[src/rtl/twos_to_signmag_serial_pkg.sv]
// Shared definitions for the serial two's-complement to sign-magnitude converter.
// Holds the FSM state encoding and the default operand width.
package twos_to_signmag_serial_pkg;

    localparam int DEFAULT_WIDTH = 4;

    typedef enum logic [1:0] {
        IDLE = 2'd0,
        CONV = 2'd1,
        DONE = 2'd2
    } state_t;

endpackage

[src/rtl/serial_inc_cell.sv]
// One bit of invert-and-increment: mag = ~op + carry, rippling the carry.
// Purely combinational; the top reuses a single instance across bit positions.
module serial_inc_cell (
    input  logic op_bit,
    input  logic carry_in,
    output logic mag_bit,
    output logic carry_out
);

    assign mag_bit   = (~op_bit) ^ carry_in;
    assign carry_out = (~op_bit) & carry_in;

endmodule

[src/rtl/twos_to_signmag_serial.sv]
// Serial two's-complement to sign-magnitude converter, one magnitude bit per cycle.
// Negative operands walk bits 0..WIDTH-2 through a single serial_inc_cell.
module twos_to_signmag_serial
    import twos_to_signmag_serial_pkg::*;
#(
    parameter int WIDTH = DEFAULT_WIDTH
) (
    input  logic             clk,
    input  logic             rst,
    input  logic             start,
    input  logic [WIDTH-1:0] din,
    output logic             busy,
    output logic             done,
    output logic [WIDTH-1:0] dout,
    output logic             ovf
);

    localparam int              CNT_W = $clog2(WIDTH);
    localparam logic [CNT_W-1:0] LAST = CNT_W'(WIDTH - 2);

    state_t           state;
    state_t           state_next;
    logic [WIDTH-1:0] op;
    logic [CNT_W-1:0] cnt;
    logic             carry;
    logic [WIDTH-2:0] mag;
    logic [WIDTH-2:0] mag_full;
    logic             mag_bit;
    logic             carry_out;
    logic             last_bit;

    assign last_bit = (cnt == LAST);

    serial_inc_cell u_cell (
        .op_bit    (op[cnt]),
        .carry_in  (carry),
        .mag_bit   (mag_bit),
        .carry_out (carry_out)
    );

    // Magnitude including the bit being produced this cycle, so the final
    // result can be loaded on the same edge that leaves CONV.
    always_comb begin
        mag_full      = mag;
        mag_full[cnt] = mag_bit;
    end

    always_ff @(posedge clk or posedge rst) begin
        if (rst) state <= IDLE;
        else     state <= state_next;
    end

    always_comb begin
        state_next = state;
        case (state)
            IDLE:    if (start) state_next = din[WIDTH-1] ? CONV : DONE;
            CONV:    if (last_bit) state_next = DONE;
            DONE:    state_next = IDLE;
            default: state_next = IDLE;
        endcase
    end

    always_comb begin
        busy = (state != IDLE);
        done = (state == DONE);
    end

    // Results land on the edge entering DONE, so dout/ovf are valid with done.
    always_ff @(posedge clk or posedge rst) begin
        if (rst) begin
            op    <= '0;
            cnt   <= '0;
            carry <= 1'b0;
            mag   <= '0;
            dout  <= '0;
            ovf   <= 1'b0;
        end else begin
            case (state)
                IDLE: begin
                    if (start) begin
                        op    <= din;
                        cnt   <= '0;
                        carry <= 1'b1;
                        mag   <= '0;
                        if (!din[WIDTH-1]) begin
                            dout <= din;
                            ovf  <= 1'b0;
                        end
                    end
                end
                CONV: begin
                    mag   <= mag_full;
                    carry <= carry_out;
                    cnt   <= cnt + CNT_W'(1);
                    if (last_bit) begin
                        // Carry out of the top magnitude bit means din was the most-negative value.
                        ovf  <= carry_out;
                        dout <= carry_out ? '1 : {1'b1, mag_full};
                    end
                end
                default: ;
            endcase
        end
    end

endmodule
[config.mk]
export PLATFORM = sky130hd
export DESIGN_NAME = twos_to_signmag_serial
export DESIGN_NICKNAME = d
export VERILOG_FILES = /design/src/rtl/twos_to_signmag_serial_pkg.sv /design/src/rtl/serial_inc_cell.sv /design/src/rtl/twos_to_signmag_serial.sv
export SDC_FILE = /design/constraint.sdc
export NUM_CORES = 1
export LEC_CHECK = 0
export CORE_MARGIN = 5
export CORE_UTILIZATION = 45
export CTS_CLUSTER_SIZE = 28
export DETAILED_ROUTE_END_ITERATION = 10
export PLACE_DENSITY = 0.8
export SYNTH_ARGS = -nofsm -noshare
export SYNTH_HDL_FRONTEND = slang
export SYNTH_HIERARCHICAL = 1
export SYNTH_SLANG_ARGS = --single-unit
export TNS_END_PERCENT = 20
[constraint.sdc]
create_clock -name clk -period 1.8 [get_ports clk]
set_input_delay 0.36 -clock clk [delete_from_list [all_inputs] [get_ports clk]]
set_output_delay 0.36 -clock clk [all_outputs]
set_load 0.02 [all_outputs]
# ---- After elaboration in Yosys (flattened, before gate mapping)
# Index checks and enable logic that the tools add are counted.
dict set report totals {
  register_bits 17
  in_bits 7
  output_inout_bits 7
  elab_cells 51
}
dict set report classes {
  add_sub_neg 1
  order_cmp 2
  n_eq_ne 6
  mux 24
  bitwise 3
  n_reduce_logical 8
}
# operator n
set op_table {}
lappend op_table {{4-bit 2-to-1 mux} 3}
lappend op_table {{2-bit 2-to-1 mux} 4}
lappend op_table {{2-bit one-hot mux with 2 select lines} 2}
lappend op_table {{4-bit one-hot mux with 2 select lines} 1}
lappend op_table {{1-bit 2-to-1 mux} 6}
lappend op_table {{3-bit 2-to-1 mux} 2}
lappend op_table {{2-bit inequality test (second input constant)} 3}
lappend op_table {{3-bit one-hot mux with 2 select lines} 1}
lappend op_table {{2-bit AND reduction} 3}
lappend op_table {{2-bit == test (second input constant)} 2}
lappend op_table {{1-bit one-hot mux with 2 select lines} 2}
lappend op_table {{4-bit AND reduction} 1}
lappend op_table {{2-bit nonzero test} 2}
lappend op_table {{3-bit bitwise mux} 1}
lappend op_table {{2-bit by 3-bit < comparator with 1-bit output (second input constant)} 1}
lappend op_table {{2-bit by 1-bit adder with 2-bit output (second input constant)} 1}
lappend op_table {{1-bit binary-select mux with 2-bit select} 1}
lappend op_table {{1-bit demux with 2-bit select} 1}
lappend op_table {{2-bit by 1-bit == test with 1-bit output (second input constant)} 1}
lappend op_table {{2-bit by 1-bit greater-or-equal comparator with 1-bit output (second input constant)} 1}
lappend op_table {{2-bit zero test} 1}
lappend op_table {{1-bit AND} 1}
lappend op_table {{1-bit logical AND} 1}
lappend op_table {{1-bit NOT} 1}
lappend op_table {{1-bit XOR} 1}

# ---- Logic depth before layout (Yosys ltp)
dict set report depth {
  ltp_word 8
  ltp_mapped 6
  depth_no_buf 6
}

# ---- Cells and area by module
# Netlist, hierarchy kept.
# module n_inst cells_per_inst area_per_inst_um2
set modules_own_cells {}
lappend modules_own_cells {twos_to_signmag_serial 1 75 834.6}
lappend modules_own_cells {serial_inc_cell 1 2 16.3}

# ---- Worst setup path after synthesis
# Ideal clock, no wire load.
dict set report synth_path {
  kind {register to register}
  start {register cnt[1]}
  end {register dout[0]}
  arrival_time_ns 1.594
  required_time_ns 1.671
  path_slack_ns 0.077
  path_stages_with_launch 7
  period_less_slack_ns 1.723
  cell_sequence {dfrtp_1 -> mux4_2 -> inv_1 -> ha_1 -> mux2_2 -> o22ai_1 -> mux2i_1}
}
dict set report synth_via {
  elab_chain_cells 8
  word_cells_on_any_way 17
  classes_between {order compare: 2; eq/ne: 2; mux: 8; bitwise: 3; reduce/logical: 2}
}
# element line
set synth_lines {}
lappend synth_lines {{start, declared} twos_to_signmag_serial.sv:24} ;# logic [CNT_W-1:0] cnt;
lappend synth_lines {{start signal, assigned} twos_to_signmag_serial.sv:94} ;# cnt <= cnt + CNT_W'(1);
lappend synth_lines {{1-bit binary-select mux with 2-bit select} twos_to_signmag_serial.sv:35} ;# .op_bit (op[cnt]),
lappend synth_lines {{1-bit 2-to-1 mux (implied by the code)} twos_to_signmag_serial.sv:35}
lappend synth_lines {{1-bit NOT} serial_inc_cell.sv:10} ;# assign mag_bit = (~op_bit) ^ carry_in;
lappend synth_lines {{1-bit XOR} serial_inc_cell.sv:10}
lappend synth_lines {{named net mag_bit} twos_to_signmag_serial.sv:28} ;# logic mag_bit;
lappend synth_lines {{3-bit bitwise mux} twos_to_signmag_serial.sv:45} ;# mag_full[cnt] = mag_bit;
lappend synth_lines {{3-bit 2-to-1 mux} twos_to_signmag_serial.sv:98} ;# dout <= carry_out ? '1 : {1'b1, mag_full};
lappend synth_lines {{4-bit 2-to-1 mux} twos_to_signmag_serial.sv:95} ;# if (last_bit) begin
lappend synth_lines {{4-bit one-hot mux with 2 select lines} twos_to_signmag_serial.sv:78} ;# case (state)
lappend synth_lines {{end signal, assigned} twos_to_signmag_serial.sv:86} ;# dout <= din;
lappend synth_lines {{end signal, assigned} twos_to_signmag_serial.sv:98}
lappend synth_lines {{end, declared} twos_to_signmag_serial.sv:14} ;# output logic [WIDTH-1:0] dout,
# The timed path passes the listed nets, and every way through them passes these cells. The select of a mux whose other input is x is not followed.
# A chain may end at the register's enable or synchronous reset.

# ---- Final worst setup path
# Ends and elaborated chain as after synthesis.

==> run summary <==
The flow ran to the end, and the final reports show no timing, DRC or antenna violations. In this run the static leakage power is a little under 0.5 nW. The post-synthesis instance total came out at between 70 and 80. The power per unit of standard cell area came out at between 1500 and 2000 nW/um^2. Global routing consumed, over all layers together, 13.9% of the routing resources. The die covers approximately 2900 um^2. The number of top-level pins came out at 14. For this run, the slowest stage of the critical path takes 0.51 ns.

The number of vias after detailed routing is around 630. The met1 routing resource usage after global routing came out at 17.1%. After clock tree synthesis, the clock-pin slew on the worst setup and hold paths is 0.09 ns.

For the worst setup path, the data required time is between 1.5 and 2 ns. For this design, the slowest cell found on the critical path is mux4_2. Across the VDD grid, the largest voltage drop is ~1000 uV.

The shortest clock period the worst path allows after layout is 1.75 ns. The top cell types in the final layout, fill and taps aside, are dfrtp_1 (16), nand2_1 (11), clkdlybuf4s50_1 (11), inv_1 (9), o21ai_0 (6). The design draws approximately 0.0020 W.

The met3 track demand over resource came out at approximately 3.7%. The post-route clock period utilization is 97.0%. For this block, the initial DRC count from the detailed router was 6. The clock drives 17 sinks. The timing-limited maximum frequency came out at 0.573 GHz. The number of nets handed over by synthesis was 88. The sum of net half-perimeters after detailed placement came out at 1220 um. The count of final setup violators came out at 0. The clock buffer count from CTS is 3. The count of inserted antenna diode cells is 0. Data on the critical path arrives at its endpoint at 1.92 ns. The worst reg-to-reg path cell count came out at 6. Dividing the detail-routed wire length by the instance count gives ~14 um. The row count came out at 15.

In this run the most used layer during global routing was met2. For this run the aggregate overflow at the end of global routing stands at 0. The count of cell types in the netlist came out at 22. The number of DRC violations after detailed routing is 0. The floorplan step set the die height to 53.5 um. The remaining antenna violation count after routing is 0. The category of the critical setup timing path is flip-flop to flip-flop. The critical path endpoint category is a flip-flop. The cell area after technology mapping came out at between 800 and 900 um^2. The H-tree depth came out at 1. The number of global-route vias before repair came out at 640.

In this run the worst path has a maximum fanout of 3. The area growth from synthesis to layout is 28.8%. The flop and latch count out of synthesis came out at 17.

The maximum count of clock buffers along a single path came out at 2. The tightest min-delay check is of the input pin to async pin type. Leaving out fill and tap cells, the most frequent cell in the layout is dfrtp_1.

Of the cells placed in the final design, the portion with a size suffix greater than 1 is 24.7%. Using the TritonRoute via totals, the vias-per-cell ratio works out to 5.18. The initial antenna violation count was 0. STA classifies the critical path startpoint as a flip-flop.

The filler cell count came out at 173. Of the post-synthesis cell area, the dominant cell type holds 50.0%. The utilization after layout came out at 62.1%. The source-to-sink clock delay at the later pin of the worst-skew pair is 0.28 ns. For this run, the detailed router's first-pass iteration total came to 4. For this run, global-route usage on met2 was measured as 22.2%.

The tool flagged a number of max-cap violations equal to 0. The synthesized design spends more area on one cell type than any other, namely dfrtp_1. The final hold violation count came out at 0. Ranked by total cell area, the synthesized netlist is headed by dfrtp_1 (50%), mux2_2 (6.6%), ha_1 (5.9%), mux2i_1 (5.9%), nand2_1 (4.9%). The number of slew-limit violations in the final report is 0.

The post-detailed-routing wire length is between 1500 and 2000 um. The placer's final routability congestion estimate is just under 0.8. The worst relative slew slack came out at 72.8%. The core region is around 1800 um^2.

The CTS tree is yes. The horizontal die dimension came out at 53.5 um. The share of the Yosys chip area taken by registers is 50.0%. The setup clock skew after layout is 0.00417 ns. The slew of the pin with the lowest slew margin came out at approximately 0.41 ns.

The global-route wire length before repair is 2830 um. The initial core utilization is 48.2%. The count of synthesis-stage warnings from yosys came out at 6. The largest net degree at the start of global routing is 18. The count of buffers added on input and output ports is 13. Traced cell by cell, the critical path runs through mux4_2 -> inv_2 -> ha_4 -> mux2_2 -> o22ai_2 -> mux2i_1.

The cell sitting at the root of the clock tree is a clkbuf_4. The post-cts hold buffer count is 0. The mean instance size in the synthesized netlist is roughly 11 um^2.

The final layout net count is 109.
routing by layer:
metal	vias up	routed length [um]
met1	310	766
met2	16	800
met4	0	12
met5	-	0
met3	2	88
li1	304	-
cell families (layout without fill, tap and decap cells):
kind of cell	after synthesis	in the layout	share of synthesized area (%)
buf+inv	12	32	5.59
compound gates	12	12	9.56
mux	11	11	15.1
simple gates	21	21	13.8
flops	17	17	50.0
fa+ha+maj	4	4	5.88
synthesized netlist by cell type:
library cell	count
ha_1	4
and2b_2	1
nand2_1	11
o22ai_1	3
mux2i_1	5
a21oi_4	1
or3_1	1
or3b_1	1
or2_2	1
nor3b_1	2
nand2b_1	1
o2bb2ai_1	1
nand3b_1	1
dfrtp_1	17
buf_2	2
mux2_2	5
o21ai_0	6
nor2b_2	1
mux4_2	1
o31ai_1	1
or3b_2	1
inv_1	10
path summary, 6_finish.rpt:
| kind | startpoint | to | slack, ns |
|---|---|---|---|
| min in group clk | op[0] | op[0] | 0.52 |
| worst min-delay path | rst | op[3] | 0.39 |
| worst max-delay path | cnt[1] | dout[0] | 0.05 |
| worst max register to register | cnt[1] | dout[0] | 0.05 |
| worst min register to register | op[0] | op[0] | 0.52 |
| max in group asynchronous | rst | state[0] | 1.21 |
registers in the layout, summed over array words and instances (netlist names):
| register | flops |
|---|---|
| cnt | 2 |
| carry | 1 |
| mag | 3 |
| op | 4 |
| ovf | 1 |
| dout | 4 |
| state | 2 |
power breakdown:
group          switching, W  leakage (nW)  total (W)  internal [W]
registers          0.000118         0.210   0.000677      0.000559
logic              0.000527         0.263    0.00109      0.000567
clock network      0.000113        0.0150   0.000199     0.0000860
total              0.000758         0.487    0.00197       0.00121
timing repair:
item	4_1_cts	5_1_grt
resized for setup	2	7
buffers inserted	0	0
setup endpoints to repair	4	4
critical path: cells and delay by family, from the launching register on:
family                     cells  cell delay [ns]
buffers and inverters          1             0.08
adders and majority gates      1             0.20
muxes                          3             0.87
AOI/OAI and AO/OA              1             0.09
DFF                            1             0.38
final cells by class:
class	count	area, um^2	area share, %
inverter	10	37.5	3.42
clock buffer	4	26.3	2.40
timing repair buffer	18	165	15.1
tap	25	31.3	2.85
sequential	17	427	38.9
multi-input combinational	48	409	37.3
per-stage QoR:
stage | instances | instance area [um^2] | TNS, ns | worst slack, ns | hold slack (ns)
4_1_cts | 122 | 1060 | -0.0144 | -0.00727 | 0.398
3_5_place_dp | 118 | 1040 | -0.143 | -0.0612 | 0.497
5_1_grt | 122 | 1100 | -0.00136 | -0.00136 | 0.385
6_report | 122 | 1100 | 0 | 0.0541 | 0.391
2_1_floorplan | 77 | 851 | 0 | 0.0773 | 0.286
3_3_place_gp | 118 | 1040 | 0 | 0.00560 | 0.494
Note: power is estimated with default switching activity, not from simulation.
